File: config.mk
export PLATFORM = sky130hd
export DESIGN_NAME = spi_slave_ctrl
export DESIGN_NICKNAME = d
export VERILOG_FILES = /design/src/rtl/spi_slave_ctrl.sv
export SDC_FILE = /design/constraint.sdc
export NUM_CORES = 1
export LEC_CHECK = 0
export CAP_MARGIN = 20
export CELL_PAD_IN_SITES_DETAIL_PLACEMENT = 0
export CELL_PAD_IN_SITES_GLOBAL_PLACEMENT = 1
export CORE_MARGIN = 10
export CORE_UTILIZATION = 37
export CTS_CLUSTER_SIZE = 20
export DETAILED_ROUTE_END_ITERATION = 10
export PLACE_DENSITY_LB_ADDON = 0.25
export SYNTH_ARGS = -nofsm -noshare
export SYNTH_HDL_FRONTEND = slang
export SYNTH_SLANG_ARGS = --single-unit
File: constraint.sdc
create_clock -name i_clk -period 1.37 [get_ports i_clk]
set_input_delay 0.274 -clock i_clk [delete_from_list [all_inputs] [get_ports i_clk]]
set_output_delay 0.274 -clock i_clk [all_outputs]
set_load 0.03 [all_outputs]
File: src/rtl/spi_slave_ctrl.sv
// spi_slave_ctrl: mode-0 SPI slave with oversampled pins, byte RX/TX and completion pulses
module spi_slave_ctrl #(
  parameter int DATA_WIDTH = 8
) (
  input  logic                  i_clk,
  input  logic                  i_rst_n,
  input  logic [DATA_WIDTH-1:0] i_tx_data,
  output logic                  o_tx_done,
  output logic [DATA_WIDTH-1:0] o_rx_data,
  output logic                  o_rx_done,
  output logic                  o_busy,
  output logic                  o_abort,
  input  logic                  i_spi_cs,
  input  logic                  i_spi_clk,
  input  logic                  i_spi_mosi,
  output logic                  o_spi_miso,
  output logic                  o_spi_miso_en
);
  localparam int CW = $clog2(DATA_WIDTH);
  typedef enum logic {IDLE, XFER} state_t;
  state_t state_q, state_d;
  logic [2:0] cs_sr, sck_sr;
  logic [1:0] mosi_sr;
  logic [DATA_WIDTH-1:0] tx_shift;
  logic [DATA_WIDTH-2:0] rx_shift;
  logic [CW-1:0] bit_cnt;
  logic reload;
  logic cs_fall, cs_rise, sck_rise, sck_fall, mosi;
  assign cs_fall  = cs_sr[2] & ~cs_sr[1];
  assign cs_rise  = ~cs_sr[2] & cs_sr[1];
  assign sck_rise = ~sck_sr[2] & sck_sr[1];
  assign sck_fall = sck_sr[2] & ~sck_sr[1];
  assign mosi     = mosi_sr[1];
  // Two-stage synchronisers plus a previous-value flop on CS/SCLK; CS resets low so a CS held low at release is not seen as a fall
  always_ff @(posedge i_clk or negedge i_rst_n)
    if (!i_rst_n) begin
      cs_sr   <= '0;
      sck_sr  <= '0;
      mosi_sr <= '0;
    end else begin
      cs_sr   <= {cs_sr[1:0], i_spi_cs};
      sck_sr  <= {sck_sr[1:0], i_spi_clk};
      mosi_sr <= {mosi_sr[0], i_spi_mosi};
    end
  // State register
  always_ff @(posedge i_clk or negedge i_rst_n)
    if (!i_rst_n) state_q <= IDLE;
    else state_q <= state_d;
  // Next state: a frame opens on CS fall and closes on CS rise
  always_comb
    state_d = (state_q == IDLE && cs_fall) ? XFER :
              (state_q == XFER && cs_rise) ? IDLE : state_q;
  // Outputs derived from state; MISO is the top of the TX shifter while the frame is live
  always_comb begin
    o_busy        = state_q == XFER;
    o_spi_miso_en = o_busy;
    o_spi_miso    = o_busy & tx_shift[DATA_WIDTH-1];
  end
  // Shift datapath: CS rise wins over a coincident SCLK edge
  always_ff @(posedge i_clk or negedge i_rst_n)
    if (!i_rst_n) begin
      tx_shift  <= '0;
      rx_shift  <= '0;
      bit_cnt   <= '0;
      reload    <= 1'b0;
      o_rx_data <= '0;
      o_rx_done <= 1'b0;
      o_tx_done <= 1'b0;
      o_abort   <= 1'b0;
    end else begin
      o_rx_done <= 1'b0;
      o_tx_done <= 1'b0;
      o_abort   <= 1'b0;
      if (state_q == IDLE) begin
        if (cs_fall) begin
          tx_shift <= i_tx_data;
          bit_cnt  <= '0;
          reload   <= 1'b0;
        end
      end else if (cs_rise) begin
        o_abort <= bit_cnt != '0;
        bit_cnt <= '0;
        reload  <= 1'b0;
      end else if (sck_rise) begin
        rx_shift <= {rx_shift[DATA_WIDTH-3:0], mosi};
        if (bit_cnt == CW'(DATA_WIDTH - 1)) begin
          o_rx_data <= {rx_shift, mosi};
          o_rx_done <= 1'b1;
          o_tx_done <= 1'b1;
          bit_cnt   <= '0;
          reload    <= 1'b1;
        end else begin
          bit_cnt <= bit_cnt + 1'b1;
        end
      end else if (sck_fall) begin
        tx_shift <= reload ? i_tx_data : {tx_shift[DATA_WIDTH-2:0], 1'b0};
        reload   <= 1'b0;
      end
    end
endmodule

# [After elaboration in Yosys (flattened, before gate mapping)]
# Cells that the tools add are included.
[totals] reg_bits=38 latch_bits=0 ramBits=0 rom_bits=0 in_bits=13 output_inout_bits=14 n_memories=0
[classes] addsub=1 n_mul=0 div_mod_pow=0 order_cmp=0 eq_ne=7 n_shift=0 muxes=25 bitwise_logic=11 reduce_logical=10
[ops] op="2-to-1 mux 8 bit" n=6
[ops] op="2-to-1 mux 3 bit" n=5
[ops] op="2-to-1 mux 1 bit" n=14
[ops] op="AND reduction 4 bit" n=2
[ops] op="NOT 1 bit" n=6
[ops] op="AND reduction 3 bit" n=2
[ops] op="AND 1 bit" n=5
[ops] op="!= test 2 bit, second input constant" n=2
[ops] op="!= test 4 x 1 -> 1 bit, second input constant" n=1
[ops] op="!= test 4 x 3 -> 1 bit, second input constant" n=1
[ops] op="nonzero test 2 bit" n=2
[ops] op="adder 3 x 1 -> 3 bit, second input constant" n=1
[ops] op="equality test 3 bit, second input constant" n=1
[ops] op="!= test 3 x 1 -> 1 bit, second input constant" n=1
[ops] op="nonzero test 3 bit" n=1
[ops] op="logical AND 1 bit" n=2
[ops] op="!= test 2 x 1 -> 1 bit, second input constant" n=1
[ops] op="AND reduction 2 bit" n=1

# [Longest topological paths before layout]
# Gate-level depths: netlist of the first run.
[logic_depth] depth_word=6 mapped_depth=7

# [Worst setup path before layout of the first run]
# Ideal clock, no wire load.
[synth_path] path_type="reg-to-reg" start="register state_q, in the netlist o_busy" end="register rx_shift[0]" setup_time_ns=0.125 t_arrival_ns=1.311 t_required_ns=1.245 path_slack_ns=-0.065 stages_incl_launch_ff=5 path_cell_list="dfrtp_1 -> buf_4 -> and2_4 -> nand2_2 -> mux2_2"
[synth_between] elab_chain_cells=1
[synth_rtl] item="start: declaration" line="21" text="state_t state_q, state_d;"
[synth_rtl] item="start signal: assignment" line="48" text="else state_q <= state_d;"
[synth_rtl] item="AND reduction 3 bit (no source line)"
[synth_rtl] item="end signal: assignment" line="85" text="rx_shift <= {rx_shift[DATA_WIDTH-3:0], mosi};"
[synth_rtl] item="end: declaration" line="25" text="logic [DATA_WIDTH-2:0] rx_shift;"
# Every way passes these cells.
# A chain may end at the register's enable or synchronous reset.

# [Final worst setup path of the first run]
[layout_path] start="register cs_sr[1]" end="register o_rx_data[7]"
[layout_between] elab_chain_cells=3
[layout_rtl] item="start: declaration" line="22" text="logic [2:0] cs_sr, sck_sr;"
[layout_rtl] item="start signal: assignment" line="41" text="cs_sr <= {cs_sr[1:0], i_spi_cs};"
[layout_rtl] item="AND 1 bit" line="30" text="assign cs_rise = ~cs_sr[2] & cs_sr[1];"
[layout_rtl] item="NOT 1 bit (no source line)"
[layout_rtl] item="AND reduction 4 bit (no source line)"
[layout_rtl] item="end signal: assignment" line="87" text="o_rx_data <= {rx_shift, mosi};"
[layout_rtl] item="end: declaration" line="9" text="output logic [DATA_WIDTH-1:0] o_rx_data,"
# Every way passes these cells.

==> impl_metrics.tcl, run 1 <==
set metrics [dict create \
    status "finished clean" \
    max_stage_delay_ns 0.44 \
    worst_pin_slew_ns 0.336 \
    crit_slowest_cell "dfrtp_1" \
    fmax_ghz 0.731 \
    setup_ws_ns 0.00251 \
    rsz0062_at_grt "true" \
    cts_root_buf "clkbuf_8" \
    vias_per_cell 4.92 \
    crit_path_max_fanout 5 \
    dieHeight_um 85.9 \
    hold_path_depth 0 \
    drt_iter0_markers 53 \
    grt_overflow_total 0 \
    worstPathRequired_ns 1.55 \
    fin_crit_sh_pct 99.8 \
    die_width_um 85.9 \
    crit_family "simple AND/OR/NAND/NOR gates" \
    drv_slew 0 \
    cts_buffers 5 \
    gp_congestion 0.775 \
    cts_sinks 38 \
    crit_start "cs_sr[1]" \
    clock_power_share_pct 28.5 \
    wl_mm 3.46 \
    antenna_cells 0 \
    num_vias 1073 \
    rows 23 \
    timing.setup.tns_ns 0 \
    drive_above_1_share_pct 33.3 \
    core-area_mm2 0.00409 \
    cp-end-kind "flip-flop" \
    die_area_mm2 0.00738 \
    rr_worst_depth 4 \
    hold_viol_final 0 \
    swShare_pct 28.3 \
    powerDensity_mw_per_mm2 1250 \
    crit-reg2reg-launch "cs_sr[1]" \
    finClkSkew_ns 0.00559 \
    synth_cell_types 27 \
    holdCritPathClass "reg2reg" \
    cts_tree "yes" \
    crit_chain "nand2b_4 -> and2_4 -> nand3_4 -> mux2_4" \
    critPathBufInv 0 \
    worstPathArrival_ns 1.55 \
    htree_levels 2 \
    finalSetupViolCount 0 \
    place_ws_ns -0.186 \
    drtPass1Iterations 4 \
    ios 27 \
    syn_avg_cell_area_um2 12.9 \
    vdd.ir_drop.worst_uv 763 \
    grt_use_met3_pct 4.35 \
    synth-seq-cells 38 \
    portBuffers 26 \
    clkSlewWorstSetupHoldPaths_ns 0.07 \
    clock_latency_ns 0.29 \
    grt_max_degree 39 \
    use_met1_pct 11.0 \
    grt.busiest_layer "met2" \
    start_kind "flip-flop" \
    track_usage_pct 9.65 \
    seq_area_frac_synth_pct 59.2 \
    max_slew_margin_pct 77.5 \
    met2_usage_pct 15.3 \
    antenna_found_initial 0 \
    clock_path_buffers 2 \
    seqPwrFrac_pct 51.1 \
    area_growth_pct 40.8 \
    ant_nets 0 \
    max-cap-violations 0 \
    p_leak_nw 1.09 \
    initial_core_util_pct 39.3 \
    path_depth 4 \
    p_sw_w 0.000801 \
    crit_path_end "o_rx_data[7]" \
    r2r_end "o_rx_data[7]" \
    p_int_w 0.00203 \
    worstSetupPathType "reg2reg" \
    avgRoutedWirePerCell_um 15.9 \
    hpwl_mm 2.14 \
    reg2reg_slack_ns 0.003 \
    synthCells 125 \
    yosys_warnings 0 \
    grt_first_pass_wirelength_mm 5.65 \
    nets 186 \
    grt_pass1_vias 1118 \
    synth_fp_nets 144 \
    netlist_area_mm2 0.00161 \
    pwr-share-comb_pct 20.4 \
    period_needed_ns 1.37 \
    route.detailed.drc 0 \
]
-- metrics by stage --
stage	cells	utilization [%]	hold WS, ns	area, um2	power (W)
2_1_floorplan	125	-	-0.0216	1620	0.00177
3_3_place_gp	203	48.1	0.254	1960	0.00194
3_5_place_dp	203	48.1	0.256	1960	0.00197
4_1_cts	215	52.6	0.355	2150	0.00283
5_1_grt	218	55.4	0.356	2260	0.00300
6_report	218	55.4	0.353	2260	0.00283
-- repair_timing --
action                                  in CTS  in global routing
gates resized for setup                     19                 23
hold endpoints to repair                    38                  0
setup buffers                                2                  3
cloned                                       2                  0
endpoints found under the setup margin      28                 29
pin swaps                                    2                  5
hold buffers                                 1                  0
-- power by group through the flow --
stage,registers (W),logic (W),clock network (W)
6_report,0.00145,0.000577,0.000806
3_3_place_gp,0.00145,0.000488,0
5_1_grt,0.00147,0.000646,0.000887
4_1_cts,0.00144,0.000554,0.000834
3_5_place_dp,0.00146,0.000508,0
2_1_floorplan,0.00144,0.000325,0
-- logic make-up (layout without fill, tap and decap cells) --
family / count (synthesis) / count (layout) / share of synthesized area [%]
compound gates: 19 / 20 / 7.55
fa+ha+maj: 6 / 6 / 4.67
buf+inv: 13 / 54 / 4.28
flops: 38 / 38 / 59.2
mux: 22 / 22 / 14.9
simple gates: 27 / 28 / 9.42
-- sequential cells by signal, indices dropped and copies added (netlist names) --
| register | count |
|---|---|
| bit_cnt | 3 |
| cs_sr | 3 |
| mosi_sr | 2 |
| o_abort | 1 |
| o_busy | 1 |
| o_rx_data | 8 |
| o_rx_done | 1 |
| reload | 1 |
| rx_shift | 7 |
| sck_sr | 3 |
| tx_shift | 8 |
-- worst min-delay path by stage --
| stage | startpoint | end |
|---|---|---|
| after global placement | i_rst_n | reload |
| after detailed placement | i_rst_n | o_abort |
| final | cs_sr[0] | cs_sr[1] |
| after floorplan | i_rst_n | bit_cnt[0] |
| after CTS | cs_sr[0] | cs_sr[1] |
| after global routing | cs_sr[0] | cs_sr[1] |
-- cell type report --
type / count / area, um2
Tap cell: 50 / 62.6
Timing Repair Buffer: 38 / 377
Multi-Input combinational cell: 76 / 746
Clock buffer: 6 / 82.6
Clock inverter: 2 / 12.5
Sequential cell: 38 / 952
Fill cell: 343 / 1820
Inverter: 8 / 30.0
-- per-layer routing --
metal | wire, um | share of wire [%]
met5 | 0 | 0
met4 | 45 | 1.3
met3 | 239 | 6.9
met2 | 1670 | 48
met1 | 1500 | 44
-- cells in the mapped netlist --
| cell | number | area share [%] |
|---|---|---|
| buf_6 | 1 | 0.70 |
| nor3_1 | 2 | 0.62 |
| nand2_2 | 1 | 0.39 |
| nor2b_1 | 3 | 1.2 |
| mux2i_1 | 7 | 4.4 |
| nor2_1 | 4 | 0.93 |
| nand2b_4 | 1 | 0.86 |
| o21ai_0 | 9 | 2.8 |
| nand2_1 | 11 | 2.6 |
| nand3_4 | 1 | 1.1 |
| buf_2 | 1 | 0.31 |
| mux2_2 | 15 | 11 |
| a32oi_2 | 1 | 1.0 |
| nand2b_1 | 1 | 0.39 |
| a31o_2 | 1 | 0.55 |
| o22ai_1 | 1 | 0.39 |
| ha_1 | 6 | 4.7 |
| a211oi_1 | 2 | 0.93 |
| dfrtp_1 | 38 | 59 |
| a21oi_1 | 3 | 0.93 |
| and2_4 | 1 | 0.55 |
| or2b_1 | 1 | 0.47 |
| o21ai_1 | 1 | 0.31 |
| inv_1 | 8 | 1.9 |
| a32o_1 | 1 | 0.62 |
| buf_4 | 3 | 1.4 |
| and2_1 | 1 | 0.39 |
-- cell usage in the layout, fill, tap and decap left out, drive strengths merged, types with 2 or more instances in the layout --
cell           instances
clkdlybuf4s50         11
inv                    8
o21ai                 10
ha                     6
dfrtp                 38
clkbuf                 6
a32oi                  2
nor2                   4
a211oi                 2
a21oi                  3
nand2b                 2
clkdlybuf4s15          4
nand2                 12
and2                   2
mux2                  15
buf                   15
nor3                   2
dlygate4sd2            7
nor2b                  3
mux2i                  7
nand3                  2
Power figures use the tool's default switching activity.
==> run 2: changes to the inputs <==
--- a/config.mk
+++ b/config.mk
@@ -5,11 +5,10 @@
 export SDC_FILE = /design/constraint.sdc
 export NUM_CORES = 1
 export LEC_CHECK = 0
+export ABC_CLOCK_PERIOD_IN_PS = 1370
 export CAP_MARGIN = 20
-export CELL_PAD_IN_SITES_DETAIL_PLACEMENT = 0
-export CELL_PAD_IN_SITES_GLOBAL_PLACEMENT = 1
 export CORE_MARGIN = 10
-export CORE_UTILIZATION = 37
+export CORE_UTILIZATION = 40
 export CTS_CLUSTER_SIZE = 20
 export DETAILED_ROUTE_END_ITERATION = 10
 export PLACE_DENSITY_LB_ADDON = 0.25
==> run 2 against run 1 <==
  * The run now ends with negative setup slack left
  * Hold slack worse by 0.0033 ns
  * First-iteration DRC count is 43% lower
  * Clock power is 45% higher
  * Non-clock buffer count is 2 higher
==> impl_metrics.tcl, run 2 (synthesis gave the netlist of run 1 again) <==
set metrics [dict create \
    status "complete, but fails checks" \
    violations "negative setup slack" \
    grt_overflow_total 0 \
    initial_core_util_pct 42.6 \
    min_from "sck_sr[0]" \
    area_growth_pct 43.7 \
    clock_latency_ns 0.30 \
    p_int_w 0.00241 \
    worstSetupPathType "reg2reg" \
    grt_first_pass_wirelength_mm 5.31 \
    rr_worst_depth 4 \
    seqPwrFrac_pct 45.1 \
    cts_tree "yes" \
    p_leak_nw 1.10 \
    worst_pin_slew_ns 0.311 \
    setup_ws_ns -0.0195 \
    powerDensity_mw_per_mm2 1400 \
    max-cap-violations 0 \
    ant_nets 0 \
    placed_cell_area_mm2 0.00195 \
    drt_iter0_markers 30 \
    swShare_pct 25.3 \
    period_needed_ns 1.39 \
    rows 22 \
    r2r_end "o_rx_data[6]" \
    die_area_mm2 0.00695 \
    core-area_mm2 0.00377 \
    met2_usage_pct 13.9 \
    clock_path_buffers 2 \
    drv_slew 0 \
    crit-reg2reg-launch "bit_cnt[0]" \
    cts_root_buf "clkbuf_8" \
    dieHeight_um 83.4 \
    crit_slowest_cell "dfrtp_1" \
    p_sw_w 0.000819 \
    hold_path_depth 0 \
    grt_max_degree 39 \
    use_met1_pct 10.8 \
    portBuffers 26 \
    wl_mm 3.41 \
    htree_levels 2 \
    cp-end-kind "flip-flop" \
    cts_sinks 38 \
    reg2reg_slack_ns -0.02 \
    nets 187 \
    cts_buffers 5 \
    vias_per_cell 4.91 \
    hold_viol_final 0 \
    seqCellArea_um2 953 \
    drtPass1Iterations 2 \
    finalSetupViolCount 5 \
    pwr-share-comb_pct 18.7 \
    antenna_cells 0 \
    die_width_um 83.4 \
    design_area_mm2 0.00231 \
    crit_chain "ha_2 -> ha_4 -> nand3_4 -> mux2_2" \
    nFillCells 288 \
    worstPathArrival_ns 1.57 \
    crit_path_max_fanout 5 \
    rsz0062_at_grt "true" \
    multi_input_area_um2 756 \
    crit_start "bit_cnt[0]" \
    finClkSkew_ns 0.00569 \
    clkSlewWorstSetupHoldPaths_ns 0.07 \
    ios 27 \
    final_core_util_pct 61.2 \
    grt_pass1_vias 1122 \
    worstPathRequired_ns 1.55 \
    track_usage_pct 9.28 \
    holdWs_ns 0.350 \
    drive_above_1_share_pct 42.6 \
    final_common_cell "dfrtp_1" \
    fin_crit_sh_pct 101 \
    clock_power_share_pct 36.3 \
    num_vias 1066 \
    start_kind "flip-flop" \
    crit_family "adder cells" \
    min_delay_worst_endpoint "sck_sr[1]" \
    critPathBufInv 0 \
    holdCritPathClass "reg2reg" \
    grt.busiest_layer "met2" \
    max_slew_margin_pct 79.4 \
    top_regs "o_rx_data x8, tx_shift x8, rx_shift x7" \
    grt_use_met3_pct 4.98 \
    max_stage_delay_ns 0.39 \
    vdd.ir_drop.worst_uv 778 \
    antenna_found_initial 0 \
    avgRoutedWirePerCell_um 15.7 \
    hpwl_mm 2.05 \
    gp_congestion 0.810 \
    route.detailed.drc 0 \
    timing.setup.tns_ns -0.0525 \
    fmax_ghz 0.720 \
    final_cell_mix "dfrtp_1 (36), buf_4 (12), clkdlybuf4s50_1 (11), mux2_2 (9)" \
]
## run 2: worst max-delay path by stage
stage / end / slack [ns] / depth (start not counted)
5_1_grt: tx_shift[2] / -0.07 / 7
6_report: o_rx_data[6] / -0.02 / 4
3_3_place_gp: o_rx_data[4] / 0.003 / 4
3_5_place_dp: o_rx_data[1] / -0.03 / 4
2_1_floorplan: o_rx_data[0] / 0.008 / 4
4_1_cts: o_rx_data[7] / -0.003 / 4
## run 2: what timing repair did
item / CTS / global route
setup buffers: 0 / 5
resized for setup: 14 / 49
hold buffers: 1 / 0
hold endpoints to repair: 38 / 0
pin swaps: 1 / 9
gates cloned: 1 / 1
setup endpoints to repair: 27 / 29
## run 2: final cells by class
class	instances	share of cell area (%)
Sequential cell	38	41.3
Multi-Input combinational cell	75	32.7
Timing Repair Buffer	40	15.9
Clock buffer	6	3.58
Clock inverter	2	2.60
Tap cell	48	2.60
Inverter	8	1.30
## run 2: power groups by stage
stage	clock, W	combinational (W)	sequential [W]
2_1_floorplan	0	0.000325	0.00144
3_3_place_gp	0	0.000477	0.00145
3_5_place_dp	0	0.000493	0.00146
4_1_cts	0.00120	0.000499	0.00144
5_1_grt	0.00124	0.000664	0.00149
6_report	0.00117	0.000604	0.00146
## run 2: per-stage QoR
stage	cells	total power, W	setup WS [ns]
after floorplan	125	0.00177	0.00847
after global placement	201	0.00193	0.00320
after detailed placement	201	0.00195	-0.0331
after CTS	211	0.00314	-0.00271
after global routing	217	0.00339	-0.0706
final	217	0.00323	-0.0195
## run 2: per-layer routing
| metal | share of wire (%) | wire (um) |
|---|---|---|
| met1 | 42 | 1420 |
| met4 | 1.6 | 54 |
| met2 | 49 | 1680 |
| met5 | 0 | 0 |
| met3 | 7.4 | 253 |
==> run 3: changes to the inputs <==
--- a/config.mk
+++ b/config.mk
@@ -6,10 +6,8 @@
 export NUM_CORES = 1
 export LEC_CHECK = 0
 export ABC_CLOCK_PERIOD_IN_PS = 1370
-export CAP_MARGIN = 20
 export CORE_MARGIN = 10
 export CORE_UTILIZATION = 40
-export CTS_CLUSTER_SIZE = 20
 export DETAILED_ROUTE_END_ITERATION = 10
 export PLACE_DENSITY_LB_ADDON = 0.25
 export SYNTH_ARGS = -nofsm -noshare
==> results of run 3 <==
Same layout as run 2: the final DEF is identical, and so are final timing and power.
